File: config.mk
export PLATFORM = sky130hd
export DESIGN_NAME = booth_mul_ctrl
export DESIGN_NICKNAME = d
export VERILOG_FILES = /design/src/rtl/mul_pkg.sv /design/src/rtl/booth_encoder.sv /design/src/rtl/booth_mul_ctrl.sv
export SDC_FILE = /design/constraint.sdc
export NUM_CORES = 1
export LEC_CHECK = 0
export CAP_MARGIN = 20
export CORE_MARGIN = 1
export CORE_UTILIZATION = 50
export CTS_CLUSTER_SIZE = 24
export DETAILED_ROUTE_END_ITERATION = 16
export PLACE_DENSITY = 0.72
export SLEW_MARGIN = 20
export SYNTH_ARGS = -nofsm -noshare
export SYNTH_HDL_FRONTEND = slang
export SYNTH_HIERARCHICAL = 1
export SYNTH_SLANG_ARGS = --single-unit
File: constraint.sdc
create_clock -name clk -period 6.8 [get_ports clk]
set_input_delay 1.36 -clock clk [delete_from_list [all_inputs] [get_ports clk]]
set_output_delay 1.36 -clock clk [all_outputs]
set_load 0.05 [all_outputs]
File: src/rtl/mul_pkg.sv
// Shared types and sizing for the radix-4 Booth multiplier controller.
package mul_pkg;

    localparam int unsigned XLEN     = 32;
    localparam int unsigned PROD_W   = 64;
    localparam int unsigned N_DIGITS = 17;
    // {ext2(rs2), 1'b0}: two extension bits, the operand, and the implicit bit -1
    localparam int unsigned MPLIER_W = XLEN + 3;
    localparam int unsigned CNT_W    = 5;

    typedef enum logic [2:0] {
        MUL    = 3'b000,
        MULH   = 3'b001,
        MULHSU = 3'b010,
        MULHU  = 3'b011
    } mul_op_t;

    typedef enum logic [1:0] {
        IDLE = 2'd0,
        CALC = 2'd1,
        DONE = 2'd2
    } mul_state_t;

endpackage

File: src/rtl/booth_encoder.sv
// Radix-4 Booth digit selector: maps a 3-bit multiplier window to 0, +-a or +-2a.
module booth_encoder
    import mul_pkg::*;
(
    input  logic [PROD_W-1:0] a,
    input  logic [2:0]        b,
    output logic [PROD_W-1:0] pp_temp
);

    // Partial product for the current Booth window
    always_comb begin
        pp_temp = '0;
        case (b)
            3'b001, 3'b010: pp_temp = a;
            3'b011:         pp_temp = a << 1;
            3'b100:         pp_temp = ~(a << 1) + PROD_W'(1);
            3'b101, 3'b110: pp_temp = ~a + PROD_W'(1);
            default:        pp_temp = '0;
        endcase
    end

endmodule

File: src/rtl/booth_mul_ctrl.sv
// Iterative radix-4 Booth multiplier for RV32M MUL/MULH/MULHSU/MULHU.
// One Booth digit per cycle; result held until the consumer takes it.
module booth_mul_ctrl
    import mul_pkg::*;
#(
    parameter bit          EARLY_OUT = 1'b1,
    parameter int unsigned N_DIGITS  = mul_pkg::N_DIGITS
) (
    input  logic            clk,
    input  logic            rst,
    input  logic            req_valid,
    output logic            req_ready,
    input  logic [2:0]      funct3,
    input  logic [XLEN-1:0] rs1,
    input  logic [XLEN-1:0] rs2,
    input  logic            flush,
    output logic            resp_valid,
    input  logic            resp_ready,
    output logic [XLEN-1:0] result,
    output logic            busy
);

    mul_state_t state, state_nxt;

    logic [PROD_W-1:0]   mcand;
    logic [PROD_W-1:0]   acc;
    logic [MPLIER_W-1:0] mplier;
    logic [CNT_W-1:0]    cnt;
    logic                sel_hi;

    logic [PROD_W-1:0]   pp_temp;
    logic [PROD_W-1:0]   acc_sum_c;
    mul_op_t             op_c;
    logic                accept_c;
    logic                zero_c;
    logic                last_digit_c;
    logic                rs1_signed_c;
    logic                rs2_signed_c;

    logic                req_ready_nxt;
    logic                resp_valid_nxt;
    logic                busy_nxt;
    logic [XLEN-1:0]     result_nxt;

    booth_encoder u_booth_encoder (
        .a       (mcand),
        .b       (mplier[2:0]),
        .pp_temp (pp_temp)
    );

    // Request decode, operand classification and accumulator adder
    always_comb begin
        accept_c     = req_valid && req_ready && !flush;
        op_c         = funct3[2] ? MUL : mul_op_t'(funct3);
        rs1_signed_c = (op_c != MULHU);
        rs2_signed_c = (op_c == MUL) || (op_c == MULH);
        zero_c       = EARLY_OUT && ((rs1 == '0) || (rs2 == '0));
        last_digit_c = (cnt == CNT_W'(N_DIGITS - 1));
        acc_sum_c    = acc + pp_temp;
    end

    // State register
    always_ff @(posedge clk or posedge rst) begin
        if (rst) begin
            state <= IDLE;
        end else begin
            state <= state_nxt;
        end
    end

    // Next-state logic; a response only retires once resp_valid is actually presented
    always_comb begin
        state_nxt = state;
        case (state)
            IDLE: begin
                if (accept_c) begin
                    state_nxt = zero_c ? DONE : CALC;
                end
            end
            CALC: begin
                if (flush) begin
                    state_nxt = IDLE;
                end else if (last_digit_c) begin
                    state_nxt = DONE;
                end
            end
            DONE: begin
                if (flush || (resp_valid && resp_ready)) begin
                    state_nxt = IDLE;
                end
            end
            default: state_nxt = IDLE;
        endcase
    end

    // Output next values; an early-out spends its first DONE cycle before presenting
    always_comb begin
        req_ready_nxt  = (state_nxt == IDLE);
        busy_nxt       = (state_nxt != IDLE);
        resp_valid_nxt = (state_nxt == DONE) && (state != IDLE);
        result_nxt     = result;
        if ((state == CALC) && (state_nxt == DONE)) begin
            result_nxt = sel_hi ? acc_sum_c[PROD_W-1:XLEN] : acc_sum_c[XLEN-1:0];
        end else if ((state == IDLE) && (state_nxt == DONE)) begin
            result_nxt = '0;
        end
    end

    // Registered outputs
    always_ff @(posedge clk or posedge rst) begin
        if (rst) begin
            req_ready  <= 1'b1;
            resp_valid <= 1'b0;
            busy       <= 1'b0;
            result     <= '0;
        end else begin
            req_ready  <= req_ready_nxt;
            resp_valid <= resp_valid_nxt;
            busy       <= busy_nxt;
            result     <= result_nxt;
        end
    end

    // Operand latch on accept, then one Booth digit retired per CALC cycle
    always_ff @(posedge clk or posedge rst) begin
        if (rst) begin
            mcand  <= '0;
            mplier <= '0;
            acc    <= '0;
            cnt    <= '0;
            sel_hi <= 1'b0;
        end else if (accept_c) begin
            mcand  <= {{XLEN{rs1_signed_c & rs1[XLEN-1]}}, rs1};
            mplier <= {{2{rs2_signed_c & rs2[XLEN-1]}}, rs2, 1'b0};
            acc    <= '0;
            cnt    <= '0;
            sel_hi <= (op_c != MUL);
        end else if (state == CALC) begin
            acc    <= acc_sum_c;
            mcand  <= mcand << 2;
            mplier <= {{2{mplier[MPLIER_W-1]}}, mplier[MPLIER_W-1:2]};
            cnt    <= cnt + CNT_W'(1);
        end
    end

endmodule

==> impl_metrics.yaml, run 1 <==
run_status:
  status: "complete, no violations"
timing:
  setup_viol: 0
  fin_crit_sh: 0.911
  fmax_ghz: 0.161
  rsz0062_at_grt: "no"
  relSlewSlack: 0.315
  fin_skew_ns: 0.0166
  hold_violations: 0
  fin_crit_ns: 6.20
  fin_ws_ns: 0.602
  worst-slew-pin-transition_ns: 1.02
  finalSetupTns_ns: 0
  slew_viol_final: 0
yosys:
  ys_seq_elements: 206
  synth.area.top_cells: "dfrtp_1, nand2_1, o21ai_0, a21oi_1, nor2_1"
  synth_cell_types: 88
  ys_async_sr_fraction: 1.00
  yosys.area.top_type: "dfrtp_1"
  synth_top_area_share: 0.306
  ys_seq_area_frac: 0.308
  syn-num-nets: 2396
  netlist_area_sq_um: 16800
  synth_edf_count: 0
  netlist_instances: 2256
  ys_warn_count: 6
  synth_ff_type: "dfrtp_1"
  syn_area_per_cell_sq_um: 7.43
finish:
  postLayoutCellArea_sq_um: 19100
  final_common_cell: "nand2_1"
  nets: 2427
  nFillCells: 3149
  final_cell_mix: "nand2_1, nor2_1, dfrtp_1"
  drive_above_1_share: 0.0607
  area_delta_synth_final_pct: 14.0
drt:
  drt_iter0_drc: 1826
  drt-pass1-iter-count: 6
  antenna_left: 0
  routed_via_density: 6.41
  wirelength_um: 63800
  dr_total_vias: 17623
  drc: 0
  routedWlPerCell_um: 23.2
power:
  finalPower_uw: 11100
  switchingPower_uw: 6170
  combPwrFrac: 0.665
  clockPowerShare: 0.130
  powerDensity_nw_per_um2: 582
  peakVddDrop_mv: 0.383
  sw_frac_of_total: 0.555
  seqPwrFrac: 0.205
  p_leak_uw: 0.00795
  p_int_uw: 4940
clocking:
  cts_root_buf: "clkbuf_16"
  ctsHoldBuffers: 0
  cts_made_buffers: 27
  cts.sinks: 206
  clockBufferDepth: 3
  post_cts_resized: 0
  h-tree-depth: 1
  cts_setup_buffers: 0
  clkSlewWorstSetupHoldPaths_ns: 0.06
  clk-insertion-delay-late_ns: 0.57
  cts_tree: "yes"
hold_path:
  hold_class: "flip-flop to flip-flop"
placed_design:
  gp_congestion: 1.04
  dp_hpwl_um: 46600
  placed_area_sq_um: 18200
  place_ws_ns: 0.872
  port_buffers: 106
floorplan:
  die_x_um: 185
  core_sq_um: 32800
  die_area_sq_um: 34300
  die_h_um: 185
  initial_utilization: 0.511
  ioPinCount: 107
  rows: 66
global_route:
  grt-ovfl-total: 0
  grt_max_degree: 120
  grt_pass1_wl_um: 96800
  antenna_found_initial: 4
  grt_util_all_layers: 0.370
  grt_pass1_vias: 16609
critical_path:
  cpMaxStageDelayCell: "nor3_1"
  crit_family: "simple AND/OR/NAND/NOR gates"
  crit_buf_inv: 1
  criticalPathCategory: "flip-flop to flip-flop"
  cpPeakStageDelay_ns: 0.64
  cp.required_ns: 7.23
  crit_chain: "inv_1 -> ha_1 -> nor3b_1 -> nand3_1 -> nor3_1 -> nand2_1 -> a21oi_1 -> o221ai_1 -> o22ai_1 -> ha_1 -> and3_1 -> and2_1 -> a221oi_1 -> o21ai_0 -> nor3_1 -> a211oi_1 -> o21ai_0 -> nand4_1 -> o311ai_0"
  critPathLaunchType: "flip-flop"
  endpoint_kind: "flip-flop"
  cp.arrival_ns: 6.63
  path_max_fanout: 8
flow_run:
  drv_cap: 0
-- flip-flops by register name, summed over array words and instances, names as in the netlist --
| signal | cells |
|---|---|
| result | 32 |
| sel_hi | 1 |
| acc | 64 |
| resp_valid | 1 |
| cnt | 5 |
| mplier | 35 |
| req_ready | 1 |
| mcand | 64 |
| busy | 1 |
| state | 2 |
-- per-layer routing --
metal,part of all wire,track usage
met5,0.00041,0
met4,0.054,0.194
met3,0.084,0.0840
met2,0.45,0.577
met1,0.41,0.477
-- per-stage QoR --
stage	instances	utilization	hold slack [ns]
final	2751	0.583	0.472
after global routing	2748	0.582	0.522
after CTS	2748	0.582	0.474
after detailed placement	2700	0.555	0.461
after global placement	2700	0.555	0.451
after floorplan	2256	-	0.473
-- worst register-to-register path: stages (launching register included) --
cell and delay, ns:
dfrtp_1 0.44, inv_1 0.15, ha_1 0.26, nor3b_1 0.56, nand3_1 0.48, nor3_1 0.64
nand2_1 0.18, a21oi_1 0.18, o221ai_1 0.13, o22ai_1 0.38, ha_1 0.39, and3_1 0.27
and2_1 0.21, a221oi_1 0.41, o21ai_0 0.21, nor3_1 0.29, a211oi_1 0.20, o21ai_0 0.43
nand4_1 0.14, o311ai_0 0.12
-- cell usage after synthesis (all sizes together), types with 46 or more instances --
cell type	instances
nand3	52
xor2	65
nor2	242
xnor2	53
dfrtp	205
ha	67
nor3	46
a31oi	83
clkbuf	132
nand2	388
a21oi	197
o21ai	206
-- kinds of logic after synthesis --
logic type | synth area share
flip-flops | 0.308
buffers and inverters | 0.0450
adder cells (fa/ha/maj) | 0.0512
XOR/XNOR | 0.0631
AO/OA/AOI/OAI | 0.253
multiplexers | 0.0189
AND/OR/NAND/NOR | 0.261
-- final timing paths --
kind | cells past startpoint | to | slack, ns | from
max in group asynchronous | 3 | mcand[19] | 4.23 | rst
worst min register to register | 2 | result[11] | 0.47 | result[11]
worst max register to register | 19 | result[27] | 0.60 | mcand[0]
worst max-delay path | 19 | result[27] | 0.60 | mcand[0]
worst min-delay path | 2 | result[11] | 0.47 | result[11]
min in group asynchronous | 2 | result[18] | 1.32 | rst
-- cell type report --
| type | count | area (sq um) | area share |
|---|---|---|---|
| Clock inverter | 11 | 123 | 0.00642 |
| Tap cell | 442 | 553 | 0.0290 |
| Inverter | 41 | 158 | 0.00825 |
| Antenna cell | 3 | 7.51 | 0.000393 |
| Multi-Input combinational cell | 1854 | 10900 | 0.570 |
| Timing Repair Buffer | 157 | 1460 | 0.0762 |
| Sequential cell | 206 | 5160 | 0.270 |
| Clock buffer | 37 | 763 | 0.0400 |
-- power groups by stage --
stage	logic [uW]	clock network, uW	registers, uW
finish	7390	1440	2280
global route	7910	1510	2340
CTS	7190	1460	2270
detailed placement	7150	0	2280
global placement	7120	0	2270
floorplan	4730	0	2190
No activity file was read; power rests on OpenSTA's default activity.
==> run 2, diff against run 1 <==
--- a/config.mk
+++ b/config.mk
@@ -6,7 +6,8 @@
 export NUM_CORES = 1
 export LEC_CHECK = 0
 export CAP_MARGIN = 20
-export CORE_MARGIN = 1
+export CORE_ASPECT_RATIO = 0.75
+export CORE_MARGIN = 2
 export CORE_UTILIZATION = 50
 export CTS_CLUSTER_SIZE = 24
 export DETAILED_ROUTE_END_ITERATION = 16
==> impl_metrics.yaml, run 2 (synthesis gave the netlist of run 1 again) <==
run_status:
  status: "complete, no violations"
finish:
  diodes: 0
  drive_above_1_share: 0.0594
  top_regs: "acc (64), mcand (64), mplier (35)"
  nets: 2428
  final_common_cell: "nand2_1"
  final_cell_mix: "nand2_1, nor2_1, dfrtp_1"
  area_delta_synth_final_pct: 13.5
critical_path:
  endpoint_kind: "flip-flop"
  critPathLaunchType: "flip-flop"
  path_max_fanout: 8
  cp.required_ns: 7.27
  cp.arrival_ns: 6.78
  criticalPathCategory: "flip-flop to flip-flop"
placed_design:
  dp_hpwl_um: 47800
  gp_congestion: 1.02
  place_ws_ns: 0.799
  port_buffers: 106
power:
  powerDensity_nw_per_um2: 582
  sw_frac_of_total: 0.559
  clockPowerShare: 0.119
  peakVddDrop_mv: 0.272
  p_leak_uw: 0.00792
  p_int_uw: 4880
  seqPwrFrac: 0.207
  combPwrFrac: 0.674
  finalPower_uw: 11100
  switchingPower_uw: 6200
drt:
  drt-pass1-iter-count: 7
  drc: 0
  wirelength_um: 64800
  antenna_left: 0
  drt_iter0_drc: 2090
  dr_total_vias: 17835
  routedWlPerCell_um: 23.5
  routed_via_density: 6.47
timing:
  finalSetupTns_ns: 0
  slew_viol_final: 0
  hold_violations: 0
  fin_crit_sh: 0.929
  fmax_ghz: 0.158
  rsz0062_at_grt: "no"
  fin_skew_ns: 0.0128
  relSlewSlack: 0.323
  worst-slew-pin-transition_ns: 1.00
  fin_crit_ns: 6.32
  fin_ws_ns: 0.483
  setup_viol: 0
global_route:
  grt_max_degree: 105
  antenna_found_initial: 3
  grt-ovfl-total: 0
  grt_pass1_vias: 16354
  grt_pass1_wl_um: 98900
  grt_util_all_layers: 0.362
flow_run:
  drv_cap: 0
clocking:
  clkSlewWorstSetupHoldPaths_ns: 0.06
  cts_root_buf: "clkbuf_16"
  h-tree-depth: 1
  post_cts_resized: 0
  clockBufferDepth: 3
  cts.sinks: 206
  ctsHoldBuffers: 0
  cts_made_buffers: 24
  cts_setup_buffers: 0
  clk-insertion-delay-late_ns: 0.56
  cts_tree: "yes"
floorplan:
  die_x_um: 215
  ioPinCount: 107
  die_area_sq_um: 35000
  rows: 58
  initial_utilization: 0.504
  core_sq_um: 33200
  die_h_um: 163
hold_path:
  hold_class: "flip-flop to flip-flop"
[run 2: worst paths after layout]
kind | from | to | slack, ns | depth (start not counted)
worst max-delay path | mcand[0] | acc[55] | 0.48 | 19
worst min-delay path | result[12] | result[12] | 0.49 | 2
worst max register to register | mcand[0] | acc[55] | 0.48 | 19
worst min register to register | result[12] | result[12] | 0.49 | 2
max in group asynchronous | rst | mplier[2] | 4.44 | 3
min in group asynchronous | rst | result[24] | 1.20 | 2
[run 2: critical path, stage by stage (launching register included)]
cell,delay (ns)
dfrtp_1,0.45
inv_1,0.15
ha_1,0.25
nor3b_1,0.57
nand3_1,0.41
nor4_2,0.84
nor4b_1,0.48
nand2b_1,0.19
xor2_1,0.14
o21ai_0,0.11
ha_1,0.37
nand2_1,0.16
nor4_1,0.75
nand2_1,0.10
nor4_1,0.31
nand3_1,0.11
o21ai_0,0.27
a21oi_1,0.17
and3_1,0.23
nor3_1,0.16
[run 2: cell type report]
cell class,instances,area (sq um)
Clock buffer,36,697
Clock inverter,8,73.8
Fill cell,3210,14200
Inverter,41,158
Multi-Input combinational cell,1854,10900
Sequential cell,206,5160
Tap cell,450,563
Timing Repair Buffer,161,1490
[run 2: per-layer routing]
metal  GRT usage  wire (um)
met1       0.534      29000
met2       0.542      27600
met4      0.0997       2050
met5           0         24
met3      0.0646       6050
[run 2: metrics by stage]
step,utilization,hold slack [ns],cells,area (sq um)
after floorplan,-,0.473,2256,16800
after global placement,0.549,0.465,2711,18200
after detailed placement,0.549,0.474,2712,18200
after CTS,0.572,0.493,2756,19000
after global routing,0.572,0.538,2756,19000
final,0.572,0.488,2756,19000
[run 2: power by group through the flow]
stage | registers, uW | clock network (uW) | logic (uW)
2_1_floorplan | 2190 | 0 | 4730
3_3_place_gp | 2280 | 0 | 7190
3_5_place_dp | 2290 | 0 | 7230
4_1_cts | 2280 | 1340 | 7260
5_1_grt | 2350 | 1380 | 7990
6_report | 2290 | 1320 | 7460
